<file path="src/rtl/sdram_arb_pkg.sv">
// Shared types and default timing for the SDRAM port arbiter.
package sdram_arb_pkg;

  typedef enum logic [1:0] {OWN_NONE, OWN_RF, OWN_CPU, OWN_AUX} owner_t;
  typedef enum logic [1:0] {IDLE, BUSY, DONE} state_t;

  localparam int unsigned DEFAULT_CMD_CYCLES = 8;
  localparam int unsigned DEFAULT_READ_LAT   = 6;
  localparam int unsigned DEFAULT_MAX_CONSEC = 4;

endpackage

</file>
<file path="src/rtl/sdram_arb_prio.sv">
// Combinational grant selector: refresh, then CPU, then aux, with aux forced
// ahead of the CPU once the CPU has taken MAX_CONSEC grants while aux waited.
module sdram_arb_prio
  import sdram_arb_pkg::*;
#(
  parameter int unsigned MAX_CONSEC = DEFAULT_MAX_CONSEC,
  parameter int unsigned CW         = $clog2(DEFAULT_MAX_CONSEC + 1)
) (
  input  logic          ready,
  input  logic          rf_pend_nz,
  input  logic          cpu_req,
  input  logic          aux_req,
  input  logic [CW-1:0] consec,
  output owner_t        grant_c
);

  always_comb begin
    grant_c = OWN_NONE;
    if (ready) begin
      if (rf_pend_nz) begin
        grant_c = OWN_RF;
      end else if (aux_req && (!cpu_req || consec == CW'(MAX_CONSEC))) begin
        grant_c = OWN_AUX;
      end else if (cpu_req) begin
        grant_c = OWN_CPU;
      end
    end
  end

endmodule

</file>
<file path="src/rtl/sdram_arbiter.sv">
// Shares one SDRAM controller port between refresh, the Z80 port and an aux
// port, using a fixed-latency model of the controller (no acknowledge needed).
module sdram_arbiter
  import sdram_arb_pkg::*;
#(
  parameter int unsigned AW         = 24,
  parameter int unsigned DW         = 16,
  parameter int unsigned CMD_CYCLES = DEFAULT_CMD_CYCLES,
  parameter int unsigned READ_LAT   = DEFAULT_READ_LAT,
  parameter int unsigned MAX_CONSEC = DEFAULT_MAX_CONSEC
) (
  input  logic          clock,
  input  logic          reset,
  input  logic          ready,
  input  logic          rfReq,
  input  logic          cpuReq,
  input  logic          cpuWe,
  input  logic [AW-1:0] cpuA,
  input  logic [DW-1:0] cpuD,
  output logic [DW-1:0] cpuQ,
  output logic          cpuAck,
  input  logic          auxReq,
  input  logic          auxWe,
  input  logic [AW-1:0] auxA,
  input  logic [DW-1:0] auxD,
  output logic [DW-1:0] auxQ,
  output logic          auxAck,
  output logic          sdrRf,
  output logic          sdrRd,
  output logic          sdrWr,
  output logic [AW-1:0] sdrA,
  output logic [DW-1:0] sdrD,
  input  logic [DW-1:0] sdrQ,
  output logic          rfOvf
);

  localparam int unsigned CNTW = (CMD_CYCLES > 1) ? $clog2(CMD_CYCLES) : 1;
  localparam int unsigned CW   = $clog2(MAX_CONSEC + 1);
  localparam logic [CNTW-1:0] CNT_LOAD   = CNTW'(CMD_CYCLES - 1);
  // Busy count seen in the cycle READ_LAT cycles after the strobe cycle (READ_LAT < CMD_CYCLES).
  localparam logic [CNTW-1:0] CNT_SAMPLE = CNTW'(CMD_CYCLES - 1 - READ_LAT);

  state_t          state_q, state_d;
  owner_t          owner_q, owner_d, grant_c;
  logic [CNTW-1:0] cnt_q, cnt_d;
  logic            is_rd_q, is_rd_d;
  logic [1:0]      rf_pend_q, rf_pend_d;
  logic [CW-1:0]   consec_q, consec_d;
  logic            rf_grant;

  logic          sdr_rf_d, sdr_rd_d, sdr_wr_d, cpu_ack_d, aux_ack_d, rf_ovf_d;
  logic [AW-1:0] sdr_a_d;
  logic [DW-1:0] sdr_d_d, cpu_q_d, aux_q_d;

  // A refresh pulse arriving this cycle counts as pending so it is not overtaken.
  sdram_arb_prio #(.MAX_CONSEC(MAX_CONSEC), .CW(CW)) u_prio (
    .ready      (ready),
    .rf_pend_nz (rf_pend_q != 2'd0 || rfReq),
    .cpu_req    (cpuReq),
    .aux_req    (auxReq),
    .consec     (consec_q),
    .grant_c    (grant_c)
  );

  always_comb begin
    state_d   = state_q;
    owner_d   = owner_q;
    cnt_d     = cnt_q;
    is_rd_d   = is_rd_q;
    rf_pend_d = rf_pend_q;
    consec_d  = consec_q;
    rf_ovf_d  = rfOvf;
    sdr_rf_d  = 1'b0;
    sdr_rd_d  = 1'b0;
    sdr_wr_d  = 1'b0;
    cpu_ack_d = 1'b0;
    aux_ack_d = 1'b0;
    sdr_a_d   = sdrA;
    sdr_d_d   = sdrD;
    cpu_q_d   = cpuQ;
    aux_q_d   = auxQ;
    rf_grant  = 1'b0;

    unique case (state_q)
      IDLE: begin
        if (grant_c != OWN_NONE) begin
          owner_d = grant_c;
          cnt_d   = CNT_LOAD;
          state_d = BUSY;
          unique case (grant_c)
            OWN_RF: begin
              rf_grant = 1'b1;
              sdr_rf_d = 1'b1;
              is_rd_d  = 1'b0;
              sdr_a_d  = '0;
              sdr_d_d  = '0;
            end
            OWN_CPU: begin
              sdr_wr_d = cpuWe;
              sdr_rd_d = !cpuWe;
              is_rd_d  = !cpuWe;
              sdr_a_d  = cpuA;
              sdr_d_d  = cpuD;
              if (!auxReq)                          consec_d = '0;
              else if (consec_q != CW'(MAX_CONSEC)) consec_d = consec_q + CW'(1);
            end
            OWN_AUX: begin
              sdr_wr_d = auxWe;
              sdr_rd_d = !auxWe;
              is_rd_d  = !auxWe;
              sdr_a_d  = auxA;
              sdr_d_d  = auxD;
              consec_d = '0;
            end
            default: ;
          endcase
        end
      end
      BUSY: begin
        if (is_rd_q && cnt_q == CNT_SAMPLE) begin
          if (owner_q == OWN_CPU) cpu_q_d = sdrQ;
          if (owner_q == OWN_AUX) aux_q_d = sdrQ;
        end
        if (cnt_q == '0) begin
          state_d   = DONE;
          cpu_ack_d = (owner_q == OWN_CPU);
          aux_ack_d = (owner_q == OWN_AUX);
        end else begin
          cnt_d = cnt_q - CNTW'(1);
        end
      end
      DONE: begin
        state_d = IDLE;
        owner_d = OWN_NONE;
      end
      default: state_d = IDLE;
    endcase

    // Pending refresh count; a request that would overflow is dropped and flagged.
    unique case ({rfReq, rf_grant})
      2'b10: begin
        if (rf_pend_q == 2'd3) rf_ovf_d  = 1'b1;
        else                   rf_pend_d = rf_pend_q + 2'd1;
      end
      2'b01:   rf_pend_d = rf_pend_q - 2'd1;
      default: ;
    endcase
  end

  always_ff @(posedge clock or negedge reset) begin
    if (!reset) begin
      state_q   <= IDLE;
      owner_q   <= OWN_NONE;
      cnt_q     <= '0;
      is_rd_q   <= 1'b0;
      rf_pend_q <= '0;
      consec_q  <= '0;
      rfOvf     <= 1'b0;
      sdrRf     <= 1'b0;
      sdrRd     <= 1'b0;
      sdrWr     <= 1'b0;
      cpuAck    <= 1'b0;
      auxAck    <= 1'b0;
      sdrA      <= '0;
      sdrD      <= '0;
      cpuQ      <= '0;
      auxQ      <= '0;
    end else begin
      state_q   <= state_d;
      owner_q   <= owner_d;
      cnt_q     <= cnt_d;
      is_rd_q   <= is_rd_d;
      rf_pend_q <= rf_pend_d;
      consec_q  <= consec_d;
      rfOvf     <= rf_ovf_d;
      sdrRf     <= sdr_rf_d;
      sdrRd     <= sdr_rd_d;
      sdrWr     <= sdr_wr_d;
      cpuAck    <= cpu_ack_d;
      auxAck    <= aux_ack_d;
      sdrA      <= sdr_a_d;
      sdrD      <= sdr_d_d;
      cpuQ      <= cpu_q_d;
      auxQ      <= aux_q_d;
    end
  end

endmodule

</file>
<file path="config.mk">
export PLATFORM = sky130hd
export DESIGN_NAME = sdram_arbiter
export DESIGN_NICKNAME = d
export VERILOG_FILES = /design/src/rtl/sdram_arb_pkg.sv /design/src/rtl/sdram_arb_prio.sv /design/src/rtl/sdram_arbiter.sv
export SDC_FILE = /design/constraint.sdc
export NUM_CORES = 1
export LEC_CHECK = 0
export BUFFER_PORTS_ARGS = -buffer_cell sky130_fd_sc_hd__buf_2
export CAP_MARGIN = 30
export CELL_PAD_IN_SITES_DETAIL_PLACEMENT = 1
export CELL_PAD_IN_SITES_GLOBAL_PLACEMENT = 2
export CORE_UTILIZATION = 29
export DETAILED_ROUTE_END_ITERATION = 8
export GPL_ROUTABILITY_DRIVEN = 0
export PLACE_DENSITY = 0.9
export RECOVER_POWER = 25
export SYNTH_ARGS = -nofsm -noshare
export SYNTH_HDL_FRONTEND = slang
export SYNTH_HIERARCHICAL = 1
export SYNTH_SLANG_ARGS = --single-unit
</file>
<file path="constraint.sdc">
create_clock -name clock -period 2.45 [get_ports clock]
set_input_delay 0.245 -clock clock [delete_from_list [all_inputs] [get_ports clock]]
set_output_delay 0.245 -clock clock [all_outputs]
set_load 0.005 [all_outputs]
</file>
==> results.md <==
- The number of antenna repair diodes is 0.
- For this run, the total global-route usage over all layers was measured as 0.170.
- The vias after detailed routing is 3864.
- The part of the power in combinational logic is 0.317.
- The number of max-cap violations is 0.
- The actual transition at the worst max-transition pin is 0.943 ns.
- Dividing the detail-routed via count by the number of cells gives 5.15.
- The longest individual stage delay on the worst path is 0.43 ns.
- The number of distinct library cells after synthesis is 44.
- The slowest stage of the critical path belongs to the cell sky130_fd_sc_hd__or3_1.
- The simple-gate portion of the synthesized area is 0.0884.
- The number of gates given a new drive strength after cts is 0.
- The Yosys step of the flow raised 6 warnings.
- The number of nets handed over by synthesis was 498.
- The total length of routed wires is 12700 µm.
- In this run, synthesis produced a sequential element count of 91.
- Measured along the y axis, the die boundary spans 124 µm.
- TritonCTS built the clock tree.
- After synthesis, the largest family of logic cells by area is compound AO/OA/AOI/OAI gates.
- The data arrival at the endpoint of the critical path is 2.49 ns.
- Data on the critical path is required at its endpoint by 2.67 ns.
- The routed length per instance is 16.8 µm.
- For this design the ratio of total power to cell area is 937 nW/µm².
- Of the total power, the clock network draws 0.263.
- The worst reg2reg path depth is 6.
- Of the synthesized area, sequential elements account for 0.524.
- The shortest period the worst path allows is 2.27 ns.
- The area of all placed cells without fillers is 5750 µm².
- The floorplan step defined a core boundary enclosing 14600 µm².
- Of the cells placed in the final design, the portion with a size suffix greater than 1 is 0.422.
- Summed over all failing endpoints, the final setup total negative slack is 0 ns.
- The cell depth of the worst setup path is 6.
- The portion of netlist area occupied by mux cells is 0.0954.
- For this configuration, the core starts out at a cell density of 0.298.
- The worst min-delay path class is primary input to flip-flop.
- The peak supply drop is 0.000448 V.
- For this run, the top clock speed supported by timing is 0.441 GHz.
- The cell count after synthesis is 389.
- Of the total synthesized cell area, the portion taken by XOR and XNOR cells is 0.00202.
- The number of global-route vias before repair is 4116.
- From synthesis to final layout, the design area changed by 32.5%.
- The final max-slew violation count is 0.
- A synthesized cell averages 11.2 µm².
- Along the worst path, the maximum fanout reaches 22.
- The net switching power of the design is 1.70 mW.
- The first global-routing pass estimated 21400 µm of wire.
- In this run the tool buffered the top-level ports with 181 buffer cells.
- In this run the core area contains 44 standard-cell rows.
- The number of buffers on the longest clock path is 2.
- After detailed routing, the number of remaining DRC violations is 0.
- The count of buffering cells on the critical path with inverters included is 1.
- Walking the worst path, the cells encountered are or3_1 -> nor3b_2 -> buf_12 -> nor3_1 -> a311oi_2 -> mux2_2.
- The nature of the critical path endpoint is a flip-flop.
- The insertion delay to the later sink of the worst-skew pair is 0.34 ns.
- CTS placed an instance of sky130_fd_sc_hd__clkbuf_16 at the clock tree root.
- The startpoint-to-endpoint class of the critical path is flip-flop to flip-flop.
- The net count reported at finish is 671.
- The number of hold violations in the final report is 0.
- Detailed placement finished with a half-perimeter wire length of 9060 µm.
- The internal power of the cells totals 3.69 mW.
- Clock-pin slew was measured on the worst setup and hold paths at 0.07 ns.
- The kind of cell with the highest combined delay along the critical path is simple AND/OR/NAND/NOR gates.
- Setup violations remaining at the end of the flow were counted as 0.
- Summing every instance area after synthesis gives 4340 µm².
- The remaining global-route overflow is 0.
- The total number of clock tree sinks is 91.
- The total die area is 15500 µm².
- Across the routed clock network, the largest skew measured is 0.0122 ns.
- Dividing the final minimum period by the clock period gives 0.926.
- Clock tree synthesis inserted a total of 9 buffers.
- The sequential fraction of design power is 0.420.
- The post-synthesis compound-gate area fraction was 0.229.
- The core occupancy in the finished layout is 0.394.
- The violation count after the first detailed-routing iteration is 171.
- Setup repair after global routing left no endpoint under its margin.
- The initial antenna violation count is 0.
- The arithmetic-cell share of the synthesized area counting full adders, half adders and majority gates is 0.0144.
- Measured against its own limit, the worst slew margin works out to 0.372.
- The I/O pin count is 182.
- The critical path launch point type is a flip-flop.
- The H-tree depth is 3.
- The cell area after placement is 5460 µm².
- Overall power consumption after layout is estimated at 5.39 mW.
- The cell depth of the worst min-delay path is 3.
- In this run the remaining antenna-violating nets after routing total 0.
- Of the total power, the share spent switching nets is 0.315.
- In this run the horizontal extent of the chip is 124 µm.
- Entering global routing, the biggest net connects 59 pins.
- The flow ran to the end, and the final reports show no timing, DRC or antenna violations.
- The reported leakage power is 2.61 nW.
- The detailed-router iteration count before antenna repair is 4.
power by group through the flow:
stage                     Sequential [mW]  Clock, mW  Combinational [mW]
after floorplan                      2.23          0                1.04
after global placement               2.25          0                1.64
final                                2.26       1.42                1.71
after global routing                 2.33       1.53                1.90
after detailed placement             2.28          0                1.75
after CTS                            2.26       1.47                1.74
metrics by stage:
step	hold slack [ns]	worst slack, ns	std cells
floorplan	-0.0506	0.364	389
global placement	0.235	0.217	734
detailed placement	0.239	0.169	734
CTS	0.120	0.166	751
global route	0.143	0.0460	751
finish	0.135	0.182	751
cell families (layout without fill, tap and decap cells):
family                     count (synthesis)  in the layout
muxes                                     37             37
adders and majority gates                  5              5
DFF                                       91             91
buffers and inverters                     42            220
and+or+nand+nor                           74             74
AOI/OAI and AO/OA                        139            139
xor gates and xnor gates                   1              1
final timing paths:
| path | slack (ns) | startpoint | end |
|---|---|---|---|
| min reg2reg | 0.49 | rfOvf | rfOvf |
| min in group asynchronous | 0.59 | reset | sdrRf |
| min | 0.13 | auxA[3] | sdrA[3] |
| max in group asynchronous | 1.04 | reset | sdrD[2] |
| max | 0.18 | rf_pend_q[0] | cnt_q[1] |
| max reg2reg | 0.18 | rf_pend_q[0] | cnt_q[1] |
layout by cell type (no fill, tap or decap), drive strengths merged, types with 2 or more instances in the layout:
master / n
nor2b: 5
o2bb2ai: 2
a22oi: 40
a21oi: 2
clkinv: 2
nor2: 4
nand2: 47
and4bb: 3
o21ai: 45
mux2i: 2
mux2: 35
clkinvlp: 3
inv: 8
ha: 5
buf: 178
a2bb2oi: 42
clkbuf: 27
nor3b: 3
dfrtp: 91
cell usage after synthesis:
library cell / instances / area (µm²)
sky130_fd_sc_hd__o221ai_1: 1 / 8.76
sky130_fd_sc_hd__nand4bb_1: 1 / 11.3
sky130_fd_sc_hd__inv_1: 7 / 26.3
sky130_fd_sc_hd__xnor2_1: 1 / 8.76
sky130_fd_sc_hd__o21ai_0: 38 / 190
sky130_fd_sc_hd__or4b_4: 1 / 13.8
sky130_fd_sc_hd__a41o_1: 1 / 10.0
sky130_fd_sc_hd__and4bb_1: 2 / 25.0
sky130_fd_sc_hd__nand3_2: 1 / 10.0
sky130_fd_sc_hd__a21oi_1: 2 / 10.0
sky130_fd_sc_hd__nand2_1: 47 / 176
sky130_fd_sc_hd__and4b_1: 1 / 10.0
sky130_fd_sc_hd__buf_2: 13 / 65.1
sky130_fd_sc_hd__nand2b_1: 1 / 6.26
sky130_fd_sc_hd__a22oi_1: 40 / 300
sky130_fd_sc_hd__clkinv_1: 1 / 3.75
sky130_fd_sc_hd__or2_2: 1 / 6.26
sky130_fd_sc_hd__nor3b_1: 3 / 22.5
sky130_fd_sc_hd__o22ai_1: 1 / 6.26
sky130_fd_sc_hd__nor2b_2: 1 / 8.76
sky130_fd_sc_hd__a21bo_2: 1 / 10.0
sky130_fd_sc_hd__o21a_1: 1 / 7.51
sky130_fd_sc_hd__and3_1: 1 / 6.26
sky130_fd_sc_hd__clkbuf_1: 17 / 63.8
sky130_fd_sc_hd__a311oi_2: 1 / 15.0
sky130_fd_sc_hd__nor2b_1: 4 / 25.0
sky130_fd_sc_hd__nand4b_1: 1 / 8.76
sky130_fd_sc_hd__mux2i_1: 2 / 20.0
sky130_fd_sc_hd__clkinv_4: 1 / 8.76
sky130_fd_sc_hd__nor3_1: 1 / 5.00
sky130_fd_sc_hd__nor2_1: 4 / 15.0
sky130_fd_sc_hd__dfrtp_1: 91 / 2280
sky130_fd_sc_hd__o2bb2ai_1: 2 / 17.5
sky130_fd_sc_hd__ha_1: 5 / 62.6
sky130_fd_sc_hd__and3b_1: 1 / 8.76
sky130_fd_sc_hd__or3_1: 1 / 6.26
sky130_fd_sc_hd__mux2_2: 35 / 394
sky130_fd_sc_hd__and2_1: 1 / 6.26
sky130_fd_sc_hd__o21ai_1: 7 / 35.0
sky130_fd_sc_hd__buf_6: 3 / 33.8
sky130_fd_sc_hd__and4bb_2: 1 / 12.5
sky130_fd_sc_hd__a2bb2oi_1: 42 / 368
sky130_fd_sc_hd__o31a_1: 1 / 8.76
sky130_fd_sc_hd__o211ai_1: 1 / 7.51
registers in the layout, summed over array words and instances, names as in the netlist:
signal and cells:
sdrA 24, auxQ 16, cpuQ 16, sdrD 16
cnt_q 3, consec_q 3, owner_q 2, rf_pend_q 2
state_q 2, auxAck 1, cpuAck 1, is_rd_q 1
rfOvf 1, sdrRd 1, sdrRf 1, sdrWr 1
final cells by class:
class / count / area, µm²
inverters: 9 / 38.8
multi-input cells: 256 / 1870
fillers: 1673 / 8840
clock inverters: 5 / 61.3
flip-flops and latches: 91 / 2280
well taps: 184 / 230
clock buffers: 11 / 243
repair buffers: 195 / 1030
per-layer routing:
layer | vias to the layer above | GRT usage | routed length (µm)
met2 | 128 | 0.280 | 6170
met1 | 1942 | 0.221 | 5670
met3 | 12 | 0.0365 | 666
met4 | 0 | 0.0524 | 142
met5 | - | 0 | 0
li1 | 1782 | - | -
tightest hold or removal path: stages:
cell,delay (ns)
sky130_fd_sc_hd__buf_2,0.08
sky130_fd_sc_hd__a22oi_1,0.05
sky130_fd_sc_hd__o21ai_0,0.07
what timing repair did:
action                                 4_1_cts  5_1_grt
buffers inserted                             0        0
hold buffers                                 1        0
endpoints found under the hold margin       33        0
setup endpoints to repair                    0        0
Power figures use the tool's default switching activity.
